**src/rtl/segre_m_ext_pipeline.sv**
```systemverilog
// segre_m_ext_pipeline
// Five-stage fixed-latency RV32M multiply pipeline (M1..M5).
// M1 registers the issue and the operands, already extended to 33 bits.
// M2..M4 each add one 8-bit slice of operand B into a running accumulator.
// M5 adds the top, signed 9-bit slice and holds the selected 32-bit result.
// Ports:
//   clk_i, rst_i           clock, asynchronous active-high reset
//   valid_m1_i, m1_*       issue interface from decode
//   stall_i, flush_i       freeze all stages / kill all in-flight ops
//   stage_valid_o          per-stage valid bits, bit0 = M1
//   stage_waddr_o          per-stage rd, M1 in the LSBs
//   m5_rf_we_o             register-file write strobe
//   m5_rf_waddr_o          write address
//   m5_rd_data_o           result, also the M5 bypass source
//   m5_illegal_o           non-multiply opcode reached M5

package segre_m_ext_pkg;
    localparam int WORD_SIZE = 32;
    localparam int REG_SIZE  = 5;

    typedef enum logic [2:0] {
        OP_MUL    = 3'd0,
        OP_MULH   = 3'd1,
        OP_MULHSU = 3'd2,
        OP_MULHU  = 3'd3,
        OP_DIV    = 3'd4,
        OP_DIVU   = 3'd5,
        OP_REM    = 3'd6,
        OP_REMU   = 3'd7
    } m_ext_opcode_e;
endpackage

module segre_m_ext_pipeline
    import segre_m_ext_pkg::*;
#(
    parameter int NUM_STAGES = 5,
    parameter int CHUNK_W    = 8
) (
    input  logic                             clk_i,
    input  logic                             rst_i,
    input  logic                             valid_m1_i,
    input  m_ext_opcode_e                    m1_opcode_i,
    input  logic                             m1_rf_we_i,
    input  logic [REG_SIZE-1:0]              m1_rf_waddr_i,
    input  logic [WORD_SIZE-1:0]             m1_rf_src_a_i,
    input  logic [WORD_SIZE-1:0]             m1_rf_src_b_i,
    input  logic                             stall_i,
    input  logic                             flush_i,
    output logic [NUM_STAGES-1:0]            stage_valid_o,
    output logic [NUM_STAGES*REG_SIZE-1:0]   stage_waddr_o,
    output logic                             m5_rf_we_o,
    output logic [REG_SIZE-1:0]              m5_rf_waddr_o,
    output logic [WORD_SIZE-1:0]             m5_rd_data_o,
    output logic                             m5_illegal_o
);

    logic [NUM_STAGES-1:0] r_valid;
    m_ext_opcode_e         r_op    [NUM_STAGES];
    logic                  r_we    [NUM_STAGES];
    logic [REG_SIZE-1:0]   r_waddr [NUM_STAGES];

    // Operand A travels to M4; operand B sheds the slices already consumed.
    logic [32:0]           r_a1, r_a2, r_a3, r_a4;
    logic [32:0]           r_b1;
    logic [32:CHUNK_W]     r_b2;
    logic [32:2*CHUNK_W]   r_b3;
    logic [32:3*CHUNK_W]   r_b4;

    // Only the low 64 bits of the product are ever selected, and modular
    // addition makes the low 64 bits independent of anything above them.
    logic [63:0]           r_acc2, r_acc3, r_acc4;
    logic [WORD_SIZE-1:0]  r_res5;

    logic [32:0]           w_a_ext, w_b_ext;
    logic [63:0]           w_pp0, w_pp1, w_pp2, w_pp3, w_sum;
    logic                  w_legal5;

    function automatic logic [63:0] f_sext_a(input logic [32:0] a);
        return {{31{a[32]}}, a};
    endfunction

    // MULHU takes A unsigned; MULHSU and MULHU take B unsigned.
    always_comb begin
        w_a_ext = (m1_opcode_i == OP_MULHU) ? {1'b0, m1_rf_src_a_i}
                                            : {m1_rf_src_a_i[31], m1_rf_src_a_i};
        w_b_ext = (m1_opcode_i == OP_MUL || m1_opcode_i == OP_MULH)
                  ? {m1_rf_src_b_i[31], m1_rf_src_b_i}
                  : {1'b0, m1_rf_src_b_i};
    end

    // Slices 0-2 are unsigned; the top slice is a signed 9-bit value.
    always_comb begin
        w_pp0 = f_sext_a(r_a1) * 64'(r_b1[CHUNK_W-1:0]);
        w_pp1 = (f_sext_a(r_a2) * 64'(r_b2[2*CHUNK_W-1:CHUNK_W])) << CHUNK_W;
        w_pp2 = (f_sext_a(r_a3) * 64'(r_b3[3*CHUNK_W-1:2*CHUNK_W])) << (2*CHUNK_W);
        w_pp3 = (f_sext_a(r_a4) * 64'($signed(r_b4))) << (3*CHUNK_W);
        w_sum = r_acc4 + w_pp3;
    end

    always_ff @(posedge clk_i or posedge rst_i) begin
        if (rst_i) begin
            r_valid <= '0;
            for (int i = 0; i < NUM_STAGES; i++) begin
                r_op[i]    <= OP_MUL;
                r_we[i]    <= 1'b0;
                r_waddr[i] <= '0;
            end
            r_a1   <= '0;
            r_a2   <= '0;
            r_a3   <= '0;
            r_a4   <= '0;
            r_b1   <= '0;
            r_b2   <= '0;
            r_b3   <= '0;
            r_b4   <= '0;
            r_acc2 <= '0;
            r_acc3 <= '0;
            r_acc4 <= '0;
            r_res5 <= '0;
        end else if (flush_i) begin
            r_valid <= '0;
        end else if (!stall_i) begin
            r_valid <= {r_valid[NUM_STAGES-2:0], valid_m1_i};
            for (int i = 1; i < NUM_STAGES; i++) begin
                r_op[i]    <= r_op[i-1];
                r_we[i]    <= r_we[i-1];
                r_waddr[i] <= r_waddr[i-1];
            end
            r_op[0]    <= m1_opcode_i;
            r_we[0]    <= m1_rf_we_i;
            r_waddr[0] <= m1_rf_waddr_i;
            r_a1   <= w_a_ext;
            r_b1   <= w_b_ext;
            r_a2   <= r_a1;
            r_b2   <= r_b1[32:CHUNK_W];
            r_acc2 <= w_pp0;
            r_a3   <= r_a2;
            r_b3   <= r_b2[32:2*CHUNK_W];
            r_acc3 <= r_acc2 + w_pp1;
            r_a4   <= r_a3;
            r_b4   <= r_b3[32:3*CHUNK_W];
            r_acc4 <= r_acc3 + w_pp2;
            r_res5 <= (r_op[NUM_STAGES-2] == OP_MUL) ? w_sum[31:0] : w_sum[63:32];
        end
    end

    assign w_legal5 = (r_op[NUM_STAGES-1] == OP_MUL)    ||
                      (r_op[NUM_STAGES-1] == OP_MULH)   ||
                      (r_op[NUM_STAGES-1] == OP_MULHSU) ||
                      (r_op[NUM_STAGES-1] == OP_MULHU);

    always_comb begin
        stage_waddr_o = '0;
        for (int i = 0; i < NUM_STAGES; i++) begin
            stage_waddr_o[i*REG_SIZE +: REG_SIZE] = r_waddr[i];
        end
    end

    assign stage_valid_o = r_valid;
    assign m5_rf_we_o    = r_valid[NUM_STAGES-1] & r_we[NUM_STAGES-1] & w_legal5 &
                           (|r_waddr[NUM_STAGES-1]);
    assign m5_rf_waddr_o = r_waddr[NUM_STAGES-1];
    assign m5_rd_data_o  = (r_valid[NUM_STAGES-1] && w_legal5) ? r_res5 : '0;
    assign m5_illegal_o  = r_valid[NUM_STAGES-1] & ~w_legal5;

endmodule

```
**config.mk**
```make
export PLATFORM = sky130hd
export DESIGN_NAME = segre_m_ext_pipeline
export DESIGN_NICKNAME = d
export VERILOG_FILES = /design/src/rtl/segre_m_ext_pipeline.sv
export SDC_FILE = /design/constraint.sdc
export NUM_CORES = 2
export LEC_CHECK = 0
export BUFFER_PORTS_ARGS = -buffer_cell sky130_fd_sc_hd__buf_2
export CORE_ASPECT_RATIO = 1.25
export CORE_MARGIN = 2
export CORE_UTILIZATION = 55
export CTS_CLUSTER_DIAMETER = 120
export DETAILED_ROUTE_END_ITERATION = 16
export GPL_TIMING_DRIVEN = 0
export HOLD_SLACK_MARGIN = 0.06
export PLACE_DENSITY = 0.71
export SLEW_MARGIN = 20
export SYNTH_ARGS = -nofsm -noshare
export SYNTH_HDL_FRONTEND = slang
export SYNTH_SLANG_ARGS = --single-unit
```
**constraint.sdc**
```tcl
create_clock -name clk_i -period 31 [get_ports clk_i]
set_input_delay 1.55 -clock clk_i [delete_from_list [all_inputs] [get_ports clk_i]]
set_output_delay 1.55 -clock clk_i [all_outputs]
set_load 0.01 [all_outputs]
```
==> impl_results.md <==
* Filler Cell Count at ~9900
* Hold-fix buffers, CTS at 0
* R2R depth at 37
* Die Wd at between 300 and 400 um
* Lkg Pwr at around 35 nW
* Fin Clk Skew at 0.06974 ns
* Worst relative slew slack at 22.97%
* Total power at 6.162 mW
* # H-tree levels at 2
* Synth-to-Final Area Change at 7.314%
* Crit Path Category: flop to flop
* Unrepaired setup endpoints after global routing: no
* Seq/Total Area, Yosys at 19.35%
* Inst Count DP at around 8600
* Max FO, Critical Path at 10
* Slowest-stage cell, CP: a2111oi_0
* Die ar. at between 100000 and 150000 um^2
* Layout net count at 8577
* Final setup viols at 0
* Worst Tran Pin Value at around 1.2 ns
* Largest net degree at the start of global routing at 100
* IO Port Bufs at ~140
* Avg Synthesized Cell Area at about 8.6 um^2
* Clock latency at the later pin of the worst-skew pair at ~0.67 ns
* Initial Util at ~56%
* Status: finished, final reports clean
* Drt first pass iters at 6
* Setup TNS Final at 0 ns
* Share of flip-flops with an asynchronous set or reset at 100.0%
* Post-synth cell types at slightly below 80
* Avg Vias per Cell at roughly 5.6
* CP Launch Type: flop
* Post-DP HPWL at 149700 um
* Non-Filler Instances at approximately 8700
* Hold WS at just over 0.4 ns
* Post-Syn Area at 60250 um^2
* Fmax at roughly 97 MHz
* Worst min-delay path startpoint: r_b1[31]
* Layout cells sized above 1 at under 10%
* Final design area excluding fillers at between 60000 and 70000 um^2
* Hold/Removal Path Class: flop to flop
* Area of the multi-input gates at about 43000 um^2
* R2r endpoint: r_acc4[61]
* IO Count at around 150
* Initial antenna violation count at 0
* Syn Inst Count at roughly 7000
* First-pass GRT wire length at 283100 um
* Total GRT Usage at between 30 and 40%
* Post-CTS sizing at 0
* CTS tree: yes
* Routed WL at 181800 um
* Die Span Y at roughly 370 um
* Vias in the first global route at around 50000
* CTS sink cnt at ~470
* R2r setup slk at between 20 and 25 ns
* TritonCTS buffer count at 50
* Placed cell areas at between 60000 and 70000 um^2
* DRT iter0 DRCs at approximately 3400
* Max Slew Vio Count at 0
* Setup Buffers After CTS at 0
* Worst Path Arrival at 10.84 ns
* Area occupied by registers at ~12000 um^2
* Hold Path End: r_b2[31]
* Max-Cap Viols at 0
* Site Rows at ~140
* Core Box Area at roughly 110000 um^2
* Drc violations at 0
* Clock Tree Buf Depth at 3
* Final Cycle Share at 33.30%
* Yosys warnings at 0
* Main synth FF type: dfrtp_1
* Pwr Density at ~95 nW/um^2
* DRT antenna net count at 0
* EDFF count, synth at 0
* Flops & latches, synth at around 470
* GRT overflow at 0
* VDD IR max at 0.06154 mV
* Minimum clock period at around 10 ns
* Setup crit end kind: flop
* Total number of vias at 48099
* CP Data Required Time at between 30 and 40 ns
* Average wire per standard cell at around 21 um
* Syn Nets at around 8400
* CTS clock-pin slew for the worst setup and hold paths at about 0.080 ns
* Hold Vio Cnt, Final at 0
* Hold Path Depth at 2
* Worst R2R Start: r_b3[16]
* Max incr delay on CP at around 0.74 ns
* Clock root cell: clkbuf_16
* Routability cong. at approximately 1
[registers in the layout, indices dropped and copies added (netlist names), 25 cells and up]
register / cells
r_a1: 33
r_a2: 33
r_a3: 33
r_a4: 33
r_acc2: 42
r_acc3: 64
r_acc4: 64
r_b1: 33
r_b2: 25
r_res5: 32
[power breakdown]
part	switching [mW]	internal (mW)	leakage [nW]	total, mW
Combinational	2.88	1.71	27.9	4.59
Clock	0.287	0.357	0.831	0.645
Sequential	0.138	0.786	5.90	0.925
[stage by stage]
stage               util [%]  setup WS [ns]
floorplan                  -          16.45
global placement       57.89          11.33
detailed placement     58.02          20.75
CTS                    59.62          20.69
global route           59.62          20.19
finish                 59.63          20.68
[per-layer routing]
metal  vias up  part of all wire, %  global-route usage, %
met1     24079                   38                  38.48
met5         -                    0                      0
met3       471                  4.8                  3.618
met4         0                  8.3                  22.32
met2      1475                   49                  56.87
li1      22074                    -                      -
[cell usage after synthesis (all sizes together), types with 12 or more instances]
| library cell | number | area share, % |
|---|---|---|
| nand2 | 1551 | 9.7 |
| inv | 971 | 6.0 |
| fa | 846 | 28 |
| and2 | 697 | 7.2 |
| dfrtp | 466 | 19 |
| ha | 466 | 9.7 |
| clkbuf | 318 | 2.0 |
| o21ai | 271 | 2.3 |
| a21oi | 254 | 2.1 |
| xnor2 | 167 | 2.4 |
| nor2 | 152 | 0.95 |
| a21o | 133 | 1.7 |
| xor2 | 88 | 1.3 |
| buf | 58 | 0.66 |
| o21a | 56 | 0.70 |
| nor2b | 47 | 0.49 |
| nand3 | 44 | 0.37 |
| o21bai | 42 | 0.52 |
| a211oi | 35 | 0.46 |
| nand2b | 34 | 0.35 |
| and3 | 32 | 0.33 |
| nor3 | 32 | 0.27 |
| a31oi | 27 | 0.29 |
| nand4 | 17 | 0.18 |
| o31ai | 15 | 0.20 |
| a211o | 12 | 0.17 |
[how the worst max path moves through the flow]
stage,endpoint,start
after floorplan,m5_rf_waddr_o[0],rst_i
after global placement,r_a3[17],rst_i
after detailed placement,r_acc4[61],r_b3[16]
after CTS,r_acc4[61],r_b3[16]
after global routing,r_acc4[61],r_b3[16]
final,r_acc4[61],r_b3[16]
[final cells by class]
class                           count  share of cell area, %
Buffer                            376                  2.473
Timing Repair Buffer              149                  1.327
Clock buffer                       67                  2.173
Antenna cell                        1               0.003870
Inverter                          971                  5.648
Tap cell                         1438                  2.783
Clock inverter                     25                 0.5070
Multi-Input combinational cell   5173                  67.05
Sequential cell                   466                  18.03
[cell usage in the layout (no fill, tap or decap), drive strengths merged, types with 44 or more instances in the layout]
master / n
ha: 466
a21oi: 254
dfrtp: 466
buf: 207
nand3: 44
and2: 697
xor2: 88
o21ai: 271
xnor2: 167
o21a: 56
clkbuf: 385
a21o: 133
nor2b: 47
fa: 846
nor2: 152
inv: 976
nand2: 1551
[cell families (layout without fill, tap and decap cells)]
group | Yosys count | in the layout | synth area share (%)
AOI/OAI and AO/OA | 951 | 951 | 9.980
buffers and inverters | 1347 | 1588 | 8.697
and+or+nand+nor | 2647 | 2647 | 20.31
other | 0 | 1 | 0
muxes | 7 | 7 | 0.1163
adders and majority gates | 1312 | 1312 | 37.79
DFF | 466 | 466 | 19.35
xor gates and xnor gates | 256 | 256 | 3.757
[critical path, delay by kind of cell, from the launching register on]
kind / cells / cell delay (ns)
fa+ha+maj: 6 / 2.88
flops: 1 / 0.32
compound gates: 17 / 3.96
xor+xnor: 2 / 0.92
simple gates: 6 / 0.70
buf+inv: 6 / 1.38
Power figures use the tool's default switching activity.
